--- src/rtl/pc_fetch_ctrl_if.sv ---
// Fetch-controller bus bundle: instruction memory port, decode handshake,
// redirect inputs from execute and the status flags.
interface pc_fetch_ctrl_if;
  logic        imem_req;
  logic [31:0] imem_addr;
  logic        imem_ack;
  logic [31:0] imem_rdata;
  logic        inst_valid;
  logic        inst_ready;
  logic [31:0] inst_out;
  logic [31:0] inst_pc;
  logic [31:0] ex_pc;
  logic [31:0] immout;
  logic [31:0] rs1_val;
  logic        br_taken;
  logic        jal;
  logic        jalr;
  logic        misalign;
  logic        fetch_err;

  modport master (
    output imem_req, imem_addr, inst_valid, inst_out, inst_pc, misalign, fetch_err,
    input  imem_ack, imem_rdata, inst_ready, ex_pc, immout, rs1_val, br_taken, jal, jalr
  );

  modport slave (
    input  imem_req, imem_addr, inst_valid, inst_out, inst_pc, misalign, fetch_err,
    output imem_ack, imem_rdata, inst_ready, ex_pc, immout, rs1_val, br_taken, jal, jalr
  );
endinterface

--- src/rtl/pc_fetch_ctrl.sv ---
// PC holder and single-outstanding instruction fetcher with branch/jal/jalr
// redirect, stale-response kill and an ack-timeout flag.
module pc_fetch_ctrl #(
  parameter logic [31:0] RESET_PC = 32'h0000_0000,
  parameter int unsigned MAX_WAIT = 16
) (
  input logic             Clk_CPU,
  input logic             rst,
  pc_fetch_ctrl_if.master bus
);
  localparam logic [7:0] WAIT_LAST = 8'(MAX_WAIT - 1);

  typedef enum logic [1:0] {IDLE, FETCH, HOLD} state_e;

  state_e      state_q;
  logic [31:0] pc_q, addr_q, inst_q, ipc_q;
  logic [7:0]  wait_q;
  logic        req_q, kill_q, valid_q, mis_q, err_q;
  logic        redir, ack;
  logic [31:0] tgt_raw, tgt, pc_d;

  always_comb begin
    redir   = bus.br_taken | bus.jal | bus.jalr;
    tgt_raw = bus.jalr ? ((bus.rs1_val + bus.immout) & ~32'd1) : (bus.ex_pc + bus.immout);
    tgt     = {tgt_raw[31:2], 2'b00};
    ack     = req_q & bus.imem_ack;
    // A redirect takes the PC in every state and beats a same-cycle accept.
    if (redir)                                  pc_d = tgt;
    else if (state_q == HOLD && bus.inst_ready) pc_d = pc_q + 32'd4;
    else                                        pc_d = pc_q;
  end

  always_ff @(posedge Clk_CPU) begin
    if (rst) begin
      state_q <= IDLE;
      pc_q    <= RESET_PC;
      addr_q  <= RESET_PC;
      req_q   <= 1'b0;
      kill_q  <= 1'b0;
      valid_q <= 1'b0;
      inst_q  <= '0;
      ipc_q   <= '0;
      mis_q   <= 1'b0;
      err_q   <= 1'b0;
      wait_q  <= '0;
    end else begin
      pc_q  <= pc_d;
      mis_q <= redir && (tgt_raw[1:0] != 2'b00);
      if (ack) wait_q <= '0;
      else if (req_q) begin
        if (wait_q == WAIT_LAST) err_q <= 1'b1;
        else                     wait_q <= wait_q + 8'd1;
      end
      case (state_q)
        IDLE: begin
          state_q <= FETCH;
          req_q   <= 1'b1;
          addr_q  <= pc_d;
        end
        FETCH: begin
          if (!req_q) begin
            // one-cycle gap after a discarded response; reissue at current pc
            req_q  <= 1'b1;
            addr_q <= pc_d;
          end else if (ack) begin
            req_q  <= 1'b0;
            kill_q <= 1'b0;
            if (!kill_q && !redir) begin
              inst_q  <= bus.imem_rdata;
              ipc_q   <= pc_q;
              valid_q <= 1'b1;
              state_q <= HOLD;
            end
          end else if (redir) begin
            // request in flight keeps its address; its response gets dropped
            kill_q <= 1'b1;
          end
        end
        HOLD: begin
          if (redir || bus.inst_ready) begin
            valid_q <= 1'b0;
            state_q <= FETCH;
            req_q   <= 1'b1;
            addr_q  <= pc_d;
          end
        end
        default: state_q <= IDLE;
      endcase
    end
  end

  assign bus.imem_req   = req_q;
  assign bus.imem_addr  = addr_q;
  assign bus.inst_valid = valid_q;
  assign bus.inst_out   = inst_q;
  assign bus.inst_pc    = ipc_q;
  assign bus.misalign   = mis_q;
  assign bus.fetch_err  = err_q;
endmodule
--- src/flat_wrapper.sv ---
// flat-port wrapper written by rule: the top's interface ports become plain ports
module pc_fetch_ctrl_flat 
#(
  parameter logic [31:0] RESET_PC = 32'h0000_0000,
  parameter int unsigned MAX_WAIT = 16
)
  (Clk_CPU, rst, bus_imem_req, bus_imem_addr, bus_inst_valid, bus_inst_out, bus_inst_pc, bus_misalign, bus_fetch_err, bus_imem_ack, bus_imem_rdata, bus_inst_ready, bus_ex_pc, bus_immout, bus_rs1_val, bus_br_taken, bus_jal, bus_jalr);
  pc_fetch_ctrl_if bus_i ();
  input logic Clk_CPU;
  input logic rst;
  output wire logic [$bits(bus_i.imem_req)-1:0] bus_imem_req;
  output wire logic [$bits(bus_i.imem_addr)-1:0] bus_imem_addr;
  output wire logic [$bits(bus_i.inst_valid)-1:0] bus_inst_valid;
  output wire logic [$bits(bus_i.inst_out)-1:0] bus_inst_out;
  output wire logic [$bits(bus_i.inst_pc)-1:0] bus_inst_pc;
  output wire logic [$bits(bus_i.misalign)-1:0] bus_misalign;
  output wire logic [$bits(bus_i.fetch_err)-1:0] bus_fetch_err;
  input wire logic [$bits(bus_i.imem_ack)-1:0] bus_imem_ack;
  input wire logic [$bits(bus_i.imem_rdata)-1:0] bus_imem_rdata;
  input wire logic [$bits(bus_i.inst_ready)-1:0] bus_inst_ready;
  input wire logic [$bits(bus_i.ex_pc)-1:0] bus_ex_pc;
  input wire logic [$bits(bus_i.immout)-1:0] bus_immout;
  input wire logic [$bits(bus_i.rs1_val)-1:0] bus_rs1_val;
  input wire logic [$bits(bus_i.br_taken)-1:0] bus_br_taken;
  input wire logic [$bits(bus_i.jal)-1:0] bus_jal;
  input wire logic [$bits(bus_i.jalr)-1:0] bus_jalr;
  assign bus_imem_req = bus_i.imem_req;
  assign bus_imem_addr = bus_i.imem_addr;
  assign bus_inst_valid = bus_i.inst_valid;
  assign bus_inst_out = bus_i.inst_out;
  assign bus_inst_pc = bus_i.inst_pc;
  assign bus_misalign = bus_i.misalign;
  assign bus_fetch_err = bus_i.fetch_err;
  assign bus_i.imem_ack = bus_imem_ack;
  assign bus_i.imem_rdata = bus_imem_rdata;
  assign bus_i.inst_ready = bus_inst_ready;
  assign bus_i.ex_pc = bus_ex_pc;
  assign bus_i.immout = bus_immout;
  assign bus_i.rs1_val = bus_rs1_val;
  assign bus_i.br_taken = bus_br_taken;
  assign bus_i.jal = bus_jal;
  assign bus_i.jalr = bus_jalr;
  pc_fetch_ctrl #(.RESET_PC(RESET_PC), .MAX_WAIT(MAX_WAIT)) u_core (.Clk_CPU(Clk_CPU), .rst(rst), .bus(bus_i));
endmodule
--- config.mk ---
export PLATFORM = sky130hd
export DESIGN_NAME = pc_fetch_ctrl_flat
export DESIGN_NICKNAME = d
export VERILOG_FILES = /design/src/rtl/pc_fetch_ctrl_if.sv /design/src/rtl/pc_fetch_ctrl.sv /design/src/flat_wrapper.sv
export SDC_FILE = /design/constraint.sdc
export NUM_CORES = 1
export LEC_CHECK = 0
export CORE_UTILIZATION = 45
export DETAILED_ROUTE_END_ITERATION = 12
export GPL_ROUTABILITY_DRIVEN = 1
export PLACE_DENSITY_LB_ADDON = 0.25
export SLEW_MARGIN = 20
export SYNTH_ARGS = -nofsm -noshare
export SYNTH_HDL_FRONTEND = slang
export SYNTH_SLANG_ARGS = --single-unit
--- constraint.sdc ---
create_clock -name Clk_CPU -period 8.6 [get_ports Clk_CPU]
set_input_delay 1.72 -clock Clk_CPU [delete_from_list [all_inputs] [get_ports Clk_CPU]]
set_output_delay 1.72 -clock Clk_CPU [all_outputs]
set_load 0.02 [all_outputs]
# Yosys cells after proc, flatten, opt, wreduce, memory -nomap -nowiden
# Index checks and enable logic that the tools add are counted.
[classes]
eq_ne = 8
bitwise_logic = 5
reduce_logical = 20
n_mux = 22
n_addsub = 4
[ops]
columns = ["op", "count"]
rows = [
  ["two-way mux 32 bit", 5],
  ["case mux 32 bit (3 select lines)", 1],
  ["adder 32 bit", 2],
  ["adder 32 x 3 -> 32 bit (second input constant)", 1],
  ["two-way mux 1 bit", 9],
  ["AND reduction 3 bit", 3],
  ["adder 8 x 1 -> 8 bit (second input constant)", 1],
  ["== test 8 x 4 -> 1 bit (second input constant)", 1],
  ["two-way mux 2 bit", 4],
  ["AND reduction 4 bit", 2],
  ["inequality test 2 x 1 -> 1 bit (second input constant)", 3],
  ["case mux 2 bit (3 select lines)", 1],
  ["nonzero test 2 bit", 3],
  ["AND reduction 5 bit", 1],
  ["inequality test 2 bit (second input constant)", 2],
  ["AND reduction 2 bit", 2],
  ["logical AND 1 bit", 3],
  ["case mux 1 bit (3 select lines)", 1],
  ["nonzero test 3 bit", 1],
  ["== test 2 x 1 -> 1 bit (second input constant)", 1],
  ["== test 2 bit (second input constant)", 1],
  ["logical NOT 1 bit", 2],
  ["logical NOT 2 bit", 1],
  ["inverter 1 bit", 2],
  ["5 further kinds", 6],
]
[totals]
regBits = 143
wordCells = 70

# Longest topological paths before layout
# Gate-level depths: netlist (run 1).
[depth]
word_depth = 8
depth_mapped = 10
ltp_nobuf = 10

# Least setup slack after synthesis (run 1)
# Ideal clock, no wire load.
[synth_timing]
path_kind = "in2reg"
start = "input bus_immout[0]"
end = "register u_core.addr_q[30] (netlist: u_core.bus.imem_addr[30])"
setup_time_ns = 0.087
arrival_time_ns = 3.980
stages = 10
slack_ns = 4.533
cell_sequence = "and2_1 > fa_1 > a21oi_1 > o21ai_1 > a211oi_2 > o21ai_1 > o31ai_1 > nor4_1 > a311o_1 > o31ai_1"
[synth_between]
elab_chain_cells = 5
[synth_lines]
columns = ["item", "line_no", "source"]
rows = [
  ["start: declaration", "flat_wrapper.sv:22", "input wire logic [$bits(bus_i.immout)-1:0] bus_immout;"],
  ["adder 32 bit", "pc_fetch_ctrl.sv:24", "tgt_raw = bus.jalr ? ((bus.rs1_val + bus.immout) & ~32'd1) : (bus.ex_pc + bus.immout);"],
  ["two-way mux 32 bit (*)", "pc_fetch_ctrl.sv:24", ""],
  ["two-way mux 32 bit (*)", "pc_fetch_ctrl.sv:28", "if (redir) pc_d = tgt;"],
  ["two-way mux 32 bit, on equally long branches", "pc_fetch_ctrl.sv:80, pc_fetch_ctrl.sv:61", ""],
  ["case mux 32 bit (3 select lines) (*)", "pc_fetch_ctrl.sv:54", "case (state_q)"],
  ["end signal: assignment", "pc_fetch_ctrl.sv:58", "addr_q <= pc_d;"],
  ["end signal: assignment", "pc_fetch_ctrl.sv:64", "addr_q <= pc_d;"],
  ["end signal: assignment", "pc_fetch_ctrl.sv:84", "addr_q <= pc_d;"],
  ["end: declaration", "pc_fetch_ctrl.sv:16", "logic [31:0] pc_q, addr_q, inst_q, ipc_q;"],
]
# Every way passes the cells marked *; elsewhere a longest branch is shown, timed or not. The select of a mux whose other input is x is not followed.
# A chain may end at the register's enable or synchronous reset.

# Final worst setup path (run 1)
[layout_timing]
start = "input bus_immout[0]"
end = "register u_core.addr_q[22] (netlist: u_core.bus.imem_addr[22])"
# The elaborated chain is that of the path after synthesis.

==> impl_results.html, run 1 <==
<table>
<tr><th>Metric</th><th>Value</th></tr>
<tr><th colspan="2">Finish</th></tr>
<tr><td>Area Growth Syn to Fin</td><td>31.9%</td></tr>
<tr><td>Total number of nets in the final design</td><td>1661</td></tr>
<tr><td>Most common cell after layout, fill and taps aside</td><td>sky130_fd_sc_hd__clkdlybuf4s50_1</td></tr>
<tr><td>Most frequent cells in the layout</td><td>sky130_fd_sc_hd__clkdlybuf4s50_1, sky130_fd_sc_hd__nand2_1, sky130_fd_sc_hd__a21oi_1</td></tr>
<tr><td>Total inserted antenna cells</td><td>0</td></tr>
<tr><td>Share of layout cells above drive strength 1</td><td>3.88%</td></tr>
<tr><td>Total of fill cells in the finished design</td><td>1934</td></tr>
<tr><th colspan="2">Power and ir drop</th></tr>
<tr><td>Switching share of power</td><td>30.8%</td></tr>
<tr><td>Share of total power in sequential cells</td><td>35.8%</td></tr>
<tr><td>Leakage</td><td>4.78 nW</td></tr>
<tr><td>Cell internal power dissipation</td><td>1.46 mW</td></tr>
<tr><td>Power density cells</td><td>166 nW/µm²</td></tr>
<tr><td>Switching component of the power</td><td>0.647 mW</td></tr>
<tr><td>Proportion of power drawn by combinational gates</td><td>29.0%</td></tr>
<tr><td>Clock share of power</td><td>35.2%</td></tr>
<tr><td>Maximum ir drop on the vdd rail</td><td>0.126 mV</td></tr>
<tr><th colspan="2">Setup path</th></tr>
<tr><td>Kind of launch point of the worst setup path</td><td>primary input</td></tr>
<tr><td>Worst reg2reg path endpoint</td><td>u_core.bus.imem_addr[24]$_SDFFE_PP0P_</td></tr>
<tr><td>R2R setup slack</td><td>5.56 ns</td></tr>
<tr><td>Startpoint of the worst-slack reg-to-reg timing path</td><td>u_core.state_q[0]$_SDFFE_PP0P_</td></tr>
<tr><td>Cell breakdown of the critical path</td><td>clkdlybuf4s50_1, and2_1, fa_1, a21oi_1, o21ai_1, a211oi_2, o21ai_1, o31ai_1, xnor2_1, a221oi_1, a211oi_1</td></tr>
<tr><td>Most frequent cell on the critical path</td><td>sky130_fd_sc_hd__o21ai_1</td></tr>
<tr><td>Worst r2r path cells</td><td>10</td></tr>
<tr><td>Data arrival, critical path</td><td>5.01 ns</td></tr>
<tr><td>Crit path required time</td><td>8.86 ns</td></tr>
<tr><td>Count of buffer and inverter cells on the critical path</td><td>1</td></tr>
<tr><td>Longest individual stage delay on the worst path</td><td>0.47 ns</td></tr>
<tr><td>Cell with the largest stage delay on the worst path</td><td>sky130_fd_sc_hd__o31ai_1</td></tr>
<tr><td>Endpoint type of the worst setup path</td><td>flip-flop</td></tr>
<tr><td>Family with the most delay on the worst path</td><td>compound AO/OA/AOI/OAI gates</td></tr>
<tr><td>Critical path fanouts, max</td><td>5</td></tr>
<tr><td>Critical path class</td><td>primary input to flip-flop</td></tr>
<tr><th colspan="2">Logic synthesis</th></tr>
<tr><td>Number of enable-type register cells in the synthesized netlist</td><td>0</td></tr>
<tr><td>Net count of the mapped netlist</td><td>1471</td></tr>
<tr><td>Prevailing post-synth register cell</td><td>sky130_fd_sc_hd__dfxtp_1</td></tr>
<tr><td>Average cell area after synthesis</td><td>7.57 µm²</td></tr>
<tr><td>Netlist area before placement</td><td>9590 µm²</td></tr>
<tr><td>Gate Count Post-Synth</td><td>1267</td></tr>
<tr><td>YS warnings</td><td>0</td></tr>
<tr><td>#FFs+latches synth</td><td>143</td></tr>
<tr><td>Seq/Total Area, Yosys</td><td>29.9%</td></tr>
<tr><td>Count of distinct cell types in the synthesized netlist</td><td>77</td></tr>
<tr><td>Share of async-settable or async-resettable flops after synthesis</td><td>0%</td></tr>
<tr><th colspan="2">Placement</th></tr>
<tr><td>Routability Congestion</td><td>0.917</td></tr>
<tr><td>Detail Placement HPWL</td><td>22900 µm</td></tr>
<tr><td>Number of port buffers</td><td>234</td></tr>
<tr><td>Worst-case setup slack after placement</td><td>3.44 ns</td></tr>
<tr><th colspan="2">Detailed routing</th></tr>
<tr><td>DR WL/cell</td><td>17.3 µm</td></tr>
<tr><td>Remaining number of nets flagged by the antenna check after routing</td><td>0</td></tr>
<tr><td>1st-pass router iterations</td><td>5</td></tr>
<tr><td>Detailed route wirelength on metal3</td><td>2330 µm</td></tr>
<tr><td>DR top layer</td><td>met4</td></tr>
<tr><td>Routed length on met2</td><td>13500 µm</td></tr>
<tr><td>Routed length on met1</td><td>13600 µm</td></tr>
<tr><td>DRC violation total after the first TritonRoute iteration</td><td>714</td></tr>
<tr><td>DRC violations left</td><td>0</td></tr>
<tr><td>Vias</td><td>10000</td></tr>
<tr><td>Routed Wire Length</td><td>30200 µm</td></tr>
<tr><td>Routed via count divided by cell count</td><td>5.75</td></tr>
<tr><th colspan="2">Clocking</th></tr>
<tr><td>Maximum count of clock buffers along a single path</td><td>2</td></tr>
<tr><td>Setup Fix Bufs, Post-CTS</td><td>0</td></tr>
<tr><td>Maximum level of the CTS H-tree</td><td>4</td></tr>
<tr><td>Clock latency on the worst-skew pair</td><td>0.41 ns</td></tr>
<tr><td>TritonCTS clock tree</td><td>yes</td></tr>
<tr><td>Clock-pin slew reported for the worst setup and hold paths after clock tree synthesis</td><td>0.05 ns</td></tr>
<tr><td>Clock buffers created by TritonCTS</td><td>17</td></tr>
<tr><td>Hold Buf Count CTS</td><td>0</td></tr>
<tr><td>Total number of clock tree sinks</td><td>143</td></tr>
<tr><td>Clock tree root driver cell</td><td>sky130_fd_sc_hd__clkbuf_16</td></tr>
<tr><td>Quantity of gates resized following cts</td><td>0</td></tr>
<tr><th colspan="2">Timing</th></tr>
<tr><td>Period Utilization, post-route</td><td>55.2%</td></tr>
<tr><td>Hold Vio Cnt, Final</td><td>0</td></tr>
<tr><td>Pins over their slew limit</td><td>0</td></tr>
<tr><td>Fmax</td><td>210 MHz</td></tr>
<tr><td>Clock skew</td><td>0.00674 ns</td></tr>
<tr><td>Number of endpoints failing setup at the final stage</td><td>0</td></tr>
<tr><td>Setup repair after global routing missed its margin</td><td>false</td></tr>
<tr><td>Setup TNS Final</td><td>0 ns</td></tr>
<tr><td>Final worst setup slack</td><td>3.85 ns</td></tr>
<tr><td>Worst slew margin</td><td>35.7%</td></tr>
<tr><td>Slew of the pin with the lowest slew margin</td><td>0.956 ns</td></tr>
<tr><td>Clock period minus final worst setup slack</td><td>4.75 ns</td></tr>
<tr><th colspan="2">Min path</th></tr>
<tr><td>Worst Min Path Start</td><td>u_core.bus.imem_addr[0]$_SDFFE_PP0P_</td></tr>
<tr><td>Worst Hold Path Cells</td><td>2</td></tr>
<tr><td>Kind of path behind the tightest hold check</td><td>flip-flop to flip-flop</td></tr>
<tr><td>Hold Crit Endpoint</td><td>u_core.bus.imem_addr[0]$_SDFFE_PP0P_</td></tr>
<tr><th colspan="2">GRT</th></tr>
<tr><td>Combined global-route utilization of all metal layers</td><td>26.9%</td></tr>
<tr><td>Global-route wire length before repair</td><td>47000 µm</td></tr>
<tr><td>Overflow left after global routing</td><td>0</td></tr>
<tr><td>Via count of the first global-routing pass</td><td>9243</td></tr>
<tr><td>Largest net degree at the start of global routing</td><td>112</td></tr>
<tr><td>Antenna violations before repair</td><td>0</td></tr>
<tr><th colspan="2">Floorplan</th></tr>
<tr><td>Die Footprint</td><td>21900 µm²</td></tr>
<tr><td>Horizontal die dimension</td><td>148 µm</td></tr>
<tr><td>Top-level port count</td><td>235</td></tr>
<tr><td>Height of the die</td><td>148 µm</td></tr>
<tr><td>Number of standard-cell rows in the floorplan</td><td>53</td></tr>
<tr><td>Core Region</td><td>21000 µm²</td></tr>
<tr><td>Initial Util</td><td>45.7%</td></tr>
<tr><th colspan="2">Run status</th></tr>
<tr><td>Status</td><td>complete, no violations</td></tr>
<tr><th colspan="2">Run</th></tr>
<tr><td>Max Cap Violations</td><td>0</td></tr>
</table>
-- power by group through the flow --
stage	clock [mW]	combinational [mW]	sequential, mW
2_1_floorplan	0	0.348	0.782
3_3_place_gp	0	0.592	0.765
3_5_place_dp	0	0.597	0.766
4_1_cts	0.746	0.601	0.752
5_1_grt	0.778	0.660	0.758
6_report	0.739	0.610	0.754
-- sequential cells by signal, summed over array words and instances (netlist names), 2 cells and up --
register and flops:
u_core.bus.imem_addr 32, u_core.bus.inst_out 32, u_core.bus.inst_pc 32, u_core.pc_q 32
u_core.state_q 2, u_core.wait_q 8
-- worst max path at each step --
stage / start / endpoint / slack (ns) / depth (start not counted)
final: bus_immout[0] / u_core.bus.imem_addr[22]$_SDFFE_PP0P_ / 3.85 / 11
after global placement: bus_immout[0] / u_core.bus.imem_addr[22]$_SDFFE_PP0P_ / 3.51 / 11
after CTS: bus_immout[0] / u_core.bus.imem_addr[22]$_SDFFE_PP0P_ / 3.88 / 11
after global routing: bus_immout[0] / u_core.bus.imem_addr[22]$_SDFFE_PP0P_ / 3.63 / 11
after floorplan: bus_immout[0] / u_core.bus.imem_addr[30]$_SDFFE_PP0P_ / 4.53 / 10
after detailed placement: bus_immout[0] / u_core.bus.imem_addr[22]$_SDFFE_PP0P_ / 3.44 / 11
-- cell families (layout without fill, tap and decap cells) --
group	count (synthesis)	in the layout	share of synthesized area, %
buf+inv	84	287	3.38
fa+ha+maj	69	69	9.16
simple gates	510	510	24.9
compound gates	373	373	24.5
mux	10	10	1.10
xor+xnor	78	78	7.13
flops	143	143	29.9
-- per-layer routing --
layer / global-route usage (%) / vias to the layer above
met1: 36.0 / 4630
met5: 0 / -
li1: - / 4934
met4: 9.64 / 0
met2: 43.5 / 419
met3: 4.44 / 55
-- synth_stat cells, types with 3 or more instances --
cell	n	share of area, %
sky130_fd_sc_hd__nand2_1	227	8.9
sky130_fd_sc_hd__and4_1	9	0.82
sky130_fd_sc_hd__and2_1	18	1.2
sky130_fd_sc_hd__a211oi_1	27	2.1
sky130_fd_sc_hd__buf_2	6	0.31
sky130_fd_sc_hd__a22oi_1	5	0.39
sky130_fd_sc_hd__o22ai_1	5	0.33
sky130_fd_sc_hd__nor4_1	6	0.39
sky130_fd_sc_hd__inv_1	16	0.63
sky130_fd_sc_hd__xor2_1	24	2.2
sky130_fd_sc_hd__nand4_1	22	1.4
sky130_fd_sc_hd__o31ai_1	7	0.55
sky130_fd_sc_hd__nand3_1	41	2.1
sky130_fd_sc_hd__o21bai_1	8	0.63
sky130_fd_sc_hd__mux2i_1	6	0.63
sky130_fd_sc_hd__clkbuf_1	56	2.2
sky130_fd_sc_hd__a21o_1	31	2.4
sky130_fd_sc_hd__o211ai_1	10	0.78
sky130_fd_sc_hd__nor3_1	23	1.2
sky130_fd_sc_hd__dfxtp_1	143	30
sky130_fd_sc_hd__or2_2	3	0.20
sky130_fd_sc_hd__and3_1	14	0.91
sky130_fd_sc_hd__buf_1	5	0.20
sky130_fd_sc_hd__nor2b_1	8	0.52
sky130_fd_sc_hd__a31oi_1	7	0.46
sky130_fd_sc_hd__xnor2_1	54	4.9
sky130_fd_sc_hd__a311oi_1	5	0.46
sky130_fd_sc_hd__or4_1	7	0.55
sky130_fd_sc_hd__nand2b_1	10	0.65
sky130_fd_sc_hd__o21ai_0	49	2.6
sky130_fd_sc_hd__nor2_1	99	3.9
sky130_fd_sc_hd__a221oi_1	4	0.37
sky130_fd_sc_hd__o221ai_1	4	0.37
sky130_fd_sc_hd__o21a_1	8	0.63
sky130_fd_sc_hd__mux2_2	4	0.47
sky130_fd_sc_hd__o21ai_1	6	0.31
sky130_fd_sc_hd__nor3b_1	4	0.31
sky130_fd_sc_hd__a41oi_1	3	0.27
sky130_fd_sc_hd__ha_1	67	8.7
sky130_fd_sc_hd__a21oi_1	159	8.3
sky130_fd_sc_hd__or3_1	7	0.46
-- layout make-up --
cell class | instances | area (µm²) | share of cell area, %
Timing Repair Buffer | 239 | 2380 | 18.8
Inverter | 16 | 60.1 | 0.475
Tap cell | 275 | 344 | 2.72
Clock buffer | 26 | 489 | 3.87
Clock inverter | 6 | 105 | 0.831
Sequential cell | 143 | 2860 | 22.6
Multi-Input combinational cell | 1040 | 6410 | 50.7
-- worst register-to-register path, delay by kind of cell (launching register included) --
family,cells,cell delay (ns)
compound gates,4,0.83
fa+ha+maj,1,0.27
flops,1,0.34
simple gates,3,1.19
xor+xnor,1,0.19
buf+inv,1,0.09
-- metrics by stage --
| stage | std cells | hold slack, ns | power (mW) | area, µm² | util (%) |
|---|---|---|---|---|---|
| floorplan | 1267 | 0.441 | 1.13 | 9590 | - |
| global placement | 1713 | 0.440 | 1.36 | 12000 | 57.5 |
| detailed placement | 1713 | 0.445 | 1.36 | 12000 | 57.5 |
| CTS | 1745 | 0.453 | 2.10 | 12600 | 60.3 |
| global route | 1745 | 0.467 | 2.20 | 12600 | 60.4 |
| finish | 1745 | 0.449 | 2.10 | 12600 | 60.4 |
Power figures use the tool's default switching activity.
==> inputs of run 2 (changes only) <==
==> constraint.sdc (replaced) <==
create_clock -name Clk_CPU -period 4.31 [get_ports Clk_CPU]
set_input_delay 0.862 -clock Clk_CPU [delete_from_list [all_inputs] [get_ports Clk_CPU]]
set_output_delay 0.862 -clock Clk_CPU [all_outputs]
set_load 0.02 [all_outputs]
==> impl_results.html, run 2 (synthesis gave the netlist of run 1 again) <==
<table>
<tr><th>Metric</th><th>Value</th></tr>
<tr><th colspan="2">Setup path</th></tr>
<tr><td>Worst r2r path cells</td><td>10</td></tr>
<tr><td>R2R setup slack</td><td>1.39 ns</td></tr>
<tr><td>Crit path required time</td><td>4.57 ns</td></tr>
<tr><td>Critical path class</td><td>primary input to flip-flop</td></tr>
<tr><td>Longest individual stage delay on the worst path</td><td>0.55 ns</td></tr>
<tr><td>Startpoint of the worst-slack reg-to-reg timing path</td><td>u_core.state_q[0]$_SDFFE_PP0P_</td></tr>
<tr><td>Cell with the largest stage delay on the worst path</td><td>sky130_fd_sc_hd__or4_1</td></tr>
<tr><td>Critical Path Stages</td><td>9</td></tr>
<tr><td>Critical path destination</td><td>u_core.bus.imem_addr[29]$_SDFFE_PP0P_</td></tr>
<tr><td>Endpoint type of the worst setup path</td><td>flip-flop</td></tr>
<tr><td>Worst reg2reg path endpoint</td><td>u_core.bus.imem_addr[29]$_SDFFE_PP0P_</td></tr>
<tr><td>Beginning of the critical path</td><td>bus_immout[16]</td></tr>
<tr><td>Data arrival, critical path</td><td>4.05 ns</td></tr>
<tr><td>Family with the most delay on the worst path</td><td>compound AO/OA/AOI/OAI gates</td></tr>
<tr><td>Critical path fanouts, max</td><td>6</td></tr>
<tr><td>Kind of launch point of the worst setup path</td><td>primary input</td></tr>
<tr><td>Count of buffer and inverter cells on the critical path</td><td>1</td></tr>
<tr><td>Cell breakdown of the critical path</td><td>clkdlybuf4s50_1, ha_1, nand4_1, or4_1, o211ai_1, o221ai_1, a41o_1, nor3_1, a211oi_1</td></tr>
<tr><th colspan="2">Timing</th></tr>
<tr><td>Worst slew margin</td><td>37.1%</td></tr>
<tr><td>Hold Vio Cnt, Final</td><td>0</td></tr>
<tr><td>Setup repair after global routing missed its margin</td><td>false</td></tr>
<tr><td>Clock period minus final worst setup slack</td><td>3.78 ns</td></tr>
<tr><td>Number of endpoints failing setup at the final stage</td><td>0</td></tr>
<tr><td>Setup TNS Final</td><td>0 ns</td></tr>
<tr><td>Period Utilization, post-route</td><td>87.8%</td></tr>
<tr><td>Clock skew</td><td>0.00707 ns</td></tr>
<tr><td>Fmax</td><td>264 MHz</td></tr>
<tr><td>Pins over their slew limit</td><td>0</td></tr>
<tr><td>Slew of the pin with the lowest slew margin</td><td>0.943 ns</td></tr>
<tr><td>Worst Hold Margin</td><td>0.450 ns</td></tr>
<tr><th colspan="2">Finish</th></tr>
<tr><td>Total inserted antenna cells</td><td>0</td></tr>
<tr><td>Share of layout cells above drive strength 1</td><td>5.19%</td></tr>
<tr><td>Area Growth Syn to Fin</td><td>33.2%</td></tr>
<tr><td>Final Core Density</td><td>60.9%</td></tr>
<tr><td>Most common cell after layout, fill and taps aside</td><td>sky130_fd_sc_hd__clkdlybuf4s50_1</td></tr>
<tr><td>Most frequent cells in the layout</td><td>sky130_fd_sc_hd__clkdlybuf4s50_1, sky130_fd_sc_hd__nand2_1, sky130_fd_sc_hd__a21oi_1</td></tr>
<tr><td>Final non-filler cell total</td><td>1759</td></tr>
<tr><td>Total number of nets in the final design</td><td>1675</td></tr>
<tr><th colspan="2">Floorplan</th></tr>
<tr><td>Number of standard-cell rows in the floorplan</td><td>53</td></tr>
<tr><td>Top-level port count</td><td>235</td></tr>
<tr><td>Die Footprint</td><td>21900 µm²</td></tr>
<tr><td>Initial Util</td><td>45.7%</td></tr>
<tr><td>Horizontal die dimension</td><td>148 µm</td></tr>
<tr><td>Core Region</td><td>21000 µm²</td></tr>
<tr><td>Height of the die</td><td>148 µm</td></tr>
<tr><th colspan="2">Clocking</th></tr>
<tr><td>Clock-pin slew reported for the worst setup and hold paths after clock tree synthesis</td><td>0.06 ns</td></tr>
<tr><td>Maximum count of clock buffers along a single path</td><td>2</td></tr>
<tr><td>Quantity of gates resized following cts</td><td>0</td></tr>
<tr><td>TritonCTS clock tree</td><td>yes</td></tr>
<tr><td>Hold Buf Count CTS</td><td>0</td></tr>
<tr><td>Total number of clock tree sinks</td><td>143</td></tr>
<tr><td>Clock tree root driver cell</td><td>sky130_fd_sc_hd__clkbuf_16</td></tr>
<tr><td>Maximum level of the CTS H-tree</td><td>4</td></tr>
<tr><td>Setup Fix Bufs, Post-CTS</td><td>0</td></tr>
<tr><td>Clock latency on the worst-skew pair</td><td>0.42 ns</td></tr>
<tr><td>Clock buffers created by TritonCTS</td><td>17</td></tr>
<tr><th colspan="2">Power and ir drop</th></tr>
<tr><td>Power density cells</td><td>329 nW/µm²</td></tr>
<tr><td>Leakage</td><td>4.84 nW</td></tr>
<tr><td>Power consumption</td><td>4.20 mW</td></tr>
<tr><td>Maximum ir drop on the vdd rail</td><td>0.290 mV</td></tr>
<tr><th colspan="2">Detailed routing</th></tr>
<tr><td>DR WL/cell</td><td>17.3 µm</td></tr>
<tr><td>DRC violation total after the first TritonRoute iteration</td><td>798</td></tr>
<tr><td>DRC violations left</td><td>0</td></tr>
<tr><td>Vias</td><td>10100</td></tr>
<tr><td>Remaining number of nets flagged by the antenna check after routing</td><td>0</td></tr>
<tr><td>Routed Wire Length</td><td>30500 µm</td></tr>
<tr><td>1st-pass router iterations</td><td>6</td></tr>
<tr><td>Routed via count divided by cell count</td><td>5.74</td></tr>
<tr><th colspan="2">GRT</th></tr>
<tr><td>Combined global-route utilization of all metal layers</td><td>27.4%</td></tr>
<tr><td>Antenna violations before repair</td><td>0</td></tr>
<tr><td>Global-route wire length before repair</td><td>47600 µm</td></tr>
<tr><td>Via count of the first global-routing pass</td><td>9223</td></tr>
<tr><td>Largest net degree at the start of global routing</td><td>111</td></tr>
<tr><td>Overflow left after global routing</td><td>0</td></tr>
<tr><th colspan="2">Placement</th></tr>
<tr><td>Detail Placement HPWL</td><td>23500 µm</td></tr>
<tr><td>Number of port buffers</td><td>234</td></tr>
<tr><td>Cell total after placement</td><td>1727</td></tr>
<tr><td>Routability Congestion</td><td>0.956</td></tr>
<tr><th colspan="2">Min path</th></tr>
<tr><td>Kind of path behind the tightest hold check</td><td>flip-flop to flip-flop</td></tr>
<tr><td>Worst Hold Path Cells</td><td>2</td></tr>
<tr><th colspan="2">Run</th></tr>
<tr><td>Max Cap Violations</td><td>0</td></tr>
<tr><th colspan="2">Run status</th></tr>
<tr><td>Status</td><td>complete, no violations</td></tr>
</table>
-- run 2: cell types whose count changed in the layout (fill, tap and decap cells not counted) --
| cell | delta |
|---|---|
| sky130_fd_sc_hd__buf_12 | +2 |
| sky130_fd_sc_hd__clkbuf_8 | -1 |
| sky130_fd_sc_hd__bufinv_16 | -1 |
| sky130_fd_sc_hd__nand2_2 | +1 |
| sky130_fd_sc_hd__clkinv_2 | +1 |
| sky130_fd_sc_hd__and2_4 | -1 |
| sky130_fd_sc_hd__inv_6 | +2 |
| sky130_fd_sc_hd__buf_4 | +12 |
| sky130_fd_sc_hd__clkbuf_1 | -6 |
| sky130_fd_sc_hd__nand2_4 | -1 |
| sky130_fd_sc_hd__and2_2 | +1 |
| sky130_fd_sc_hd__clkinv_4 | +2 |
| sky130_fd_sc_hd__clkinvlp_4 | +3 |
-- run 2: layer usage --
| metal | vias up | wire [µm] | global-route usage (%) |
|---|---|---|---|
| li1 | 4969 | - | - |
| met1 | 4650 | 13800 | 36.8 |
| met2 | 417 | 13700 | 44.2 |
| met3 | 58 | 1990 | 3.86 |
| met4 | 0 | 899 | 10.3 |
| met5 | - | 0 | 0 |
-- run 2: worst min path at each step --
stage	from	to	slack (ns)
floorplan	u_core.pc_q[0]$_SDFF_PP0_	u_core.bus.inst_pc[0]$_SDFFE_PP0P_	0.44
global placement	u_core.bus.inst_out[27]$_SDFFE_PP0P_	u_core.bus.inst_out[27]$_SDFFE_PP0P_	0.44
CTS	u_core.bus.imem_addr[0]$_SDFFE_PP0P_	u_core.bus.imem_addr[0]$_SDFFE_PP0P_	0.45
global route	u_core.bus.inst_pc[30]$_SDFFE_PP0P_	u_core.bus.inst_pc[30]$_SDFFE_PP0P_	0.46
finish	u_core.bus.imem_addr[0]$_SDFFE_PP0P_	u_core.bus.imem_addr[0]$_SDFFE_PP0P_	0.45
detailed placement	u_core.bus.imem_addr[0]$_SDFFE_PP0P_	u_core.bus.imem_addr[0]$_SDFFE_PP0P_	0.45
-- run 2: layout make-up --
type	instances	area [µm²]
clock inverter	13	138
inverter	16	60.1
tap	275	344
multi-input combinational	1040	6400
fill	1944	8190
timing repair buffer	253	2510
clock buffer	19	453
sequential	143	2860
-- run 2: worst register-to-register path, stage by stage, from the launching register on --
cell,delay [ns]
sky130_fd_sc_hd__dfxtp_1,0.34
sky130_fd_sc_hd__inv_1,0.09
sky130_fd_sc_hd__ha_1,0.28
sky130_fd_sc_hd__nand3_2,0.17
sky130_fd_sc_hd__nor3_1,0.51
sky130_fd_sc_hd__nand4_1,0.29
sky130_fd_sc_hd__mux2i_1,0.20
sky130_fd_sc_hd__a2111o_1,0.39
sky130_fd_sc_hd__nor3_1,0.20
sky130_fd_sc_hd__nor3_1,0.12
sky130_fd_sc_hd__a211oi_1,0.23
-- run 2: where the power goes --
group          leakage (nW)  switching [mW]  internal (mW)
sequential             1.17          0.0890           1.41
clock                 0.286           0.581          0.883
combinational          3.39           0.686          0.547
-- run 2: metrics by stage --
stage / area (µm²) / worst slack, ns
final: 12800 / 0.525
after global routing: 12800 / 0.433
after CTS: 12800 / 0.621
after global placement: 12200 / 0.307
after detailed placement: 12200 / 0.188
after floorplan: 9590 / 1.10
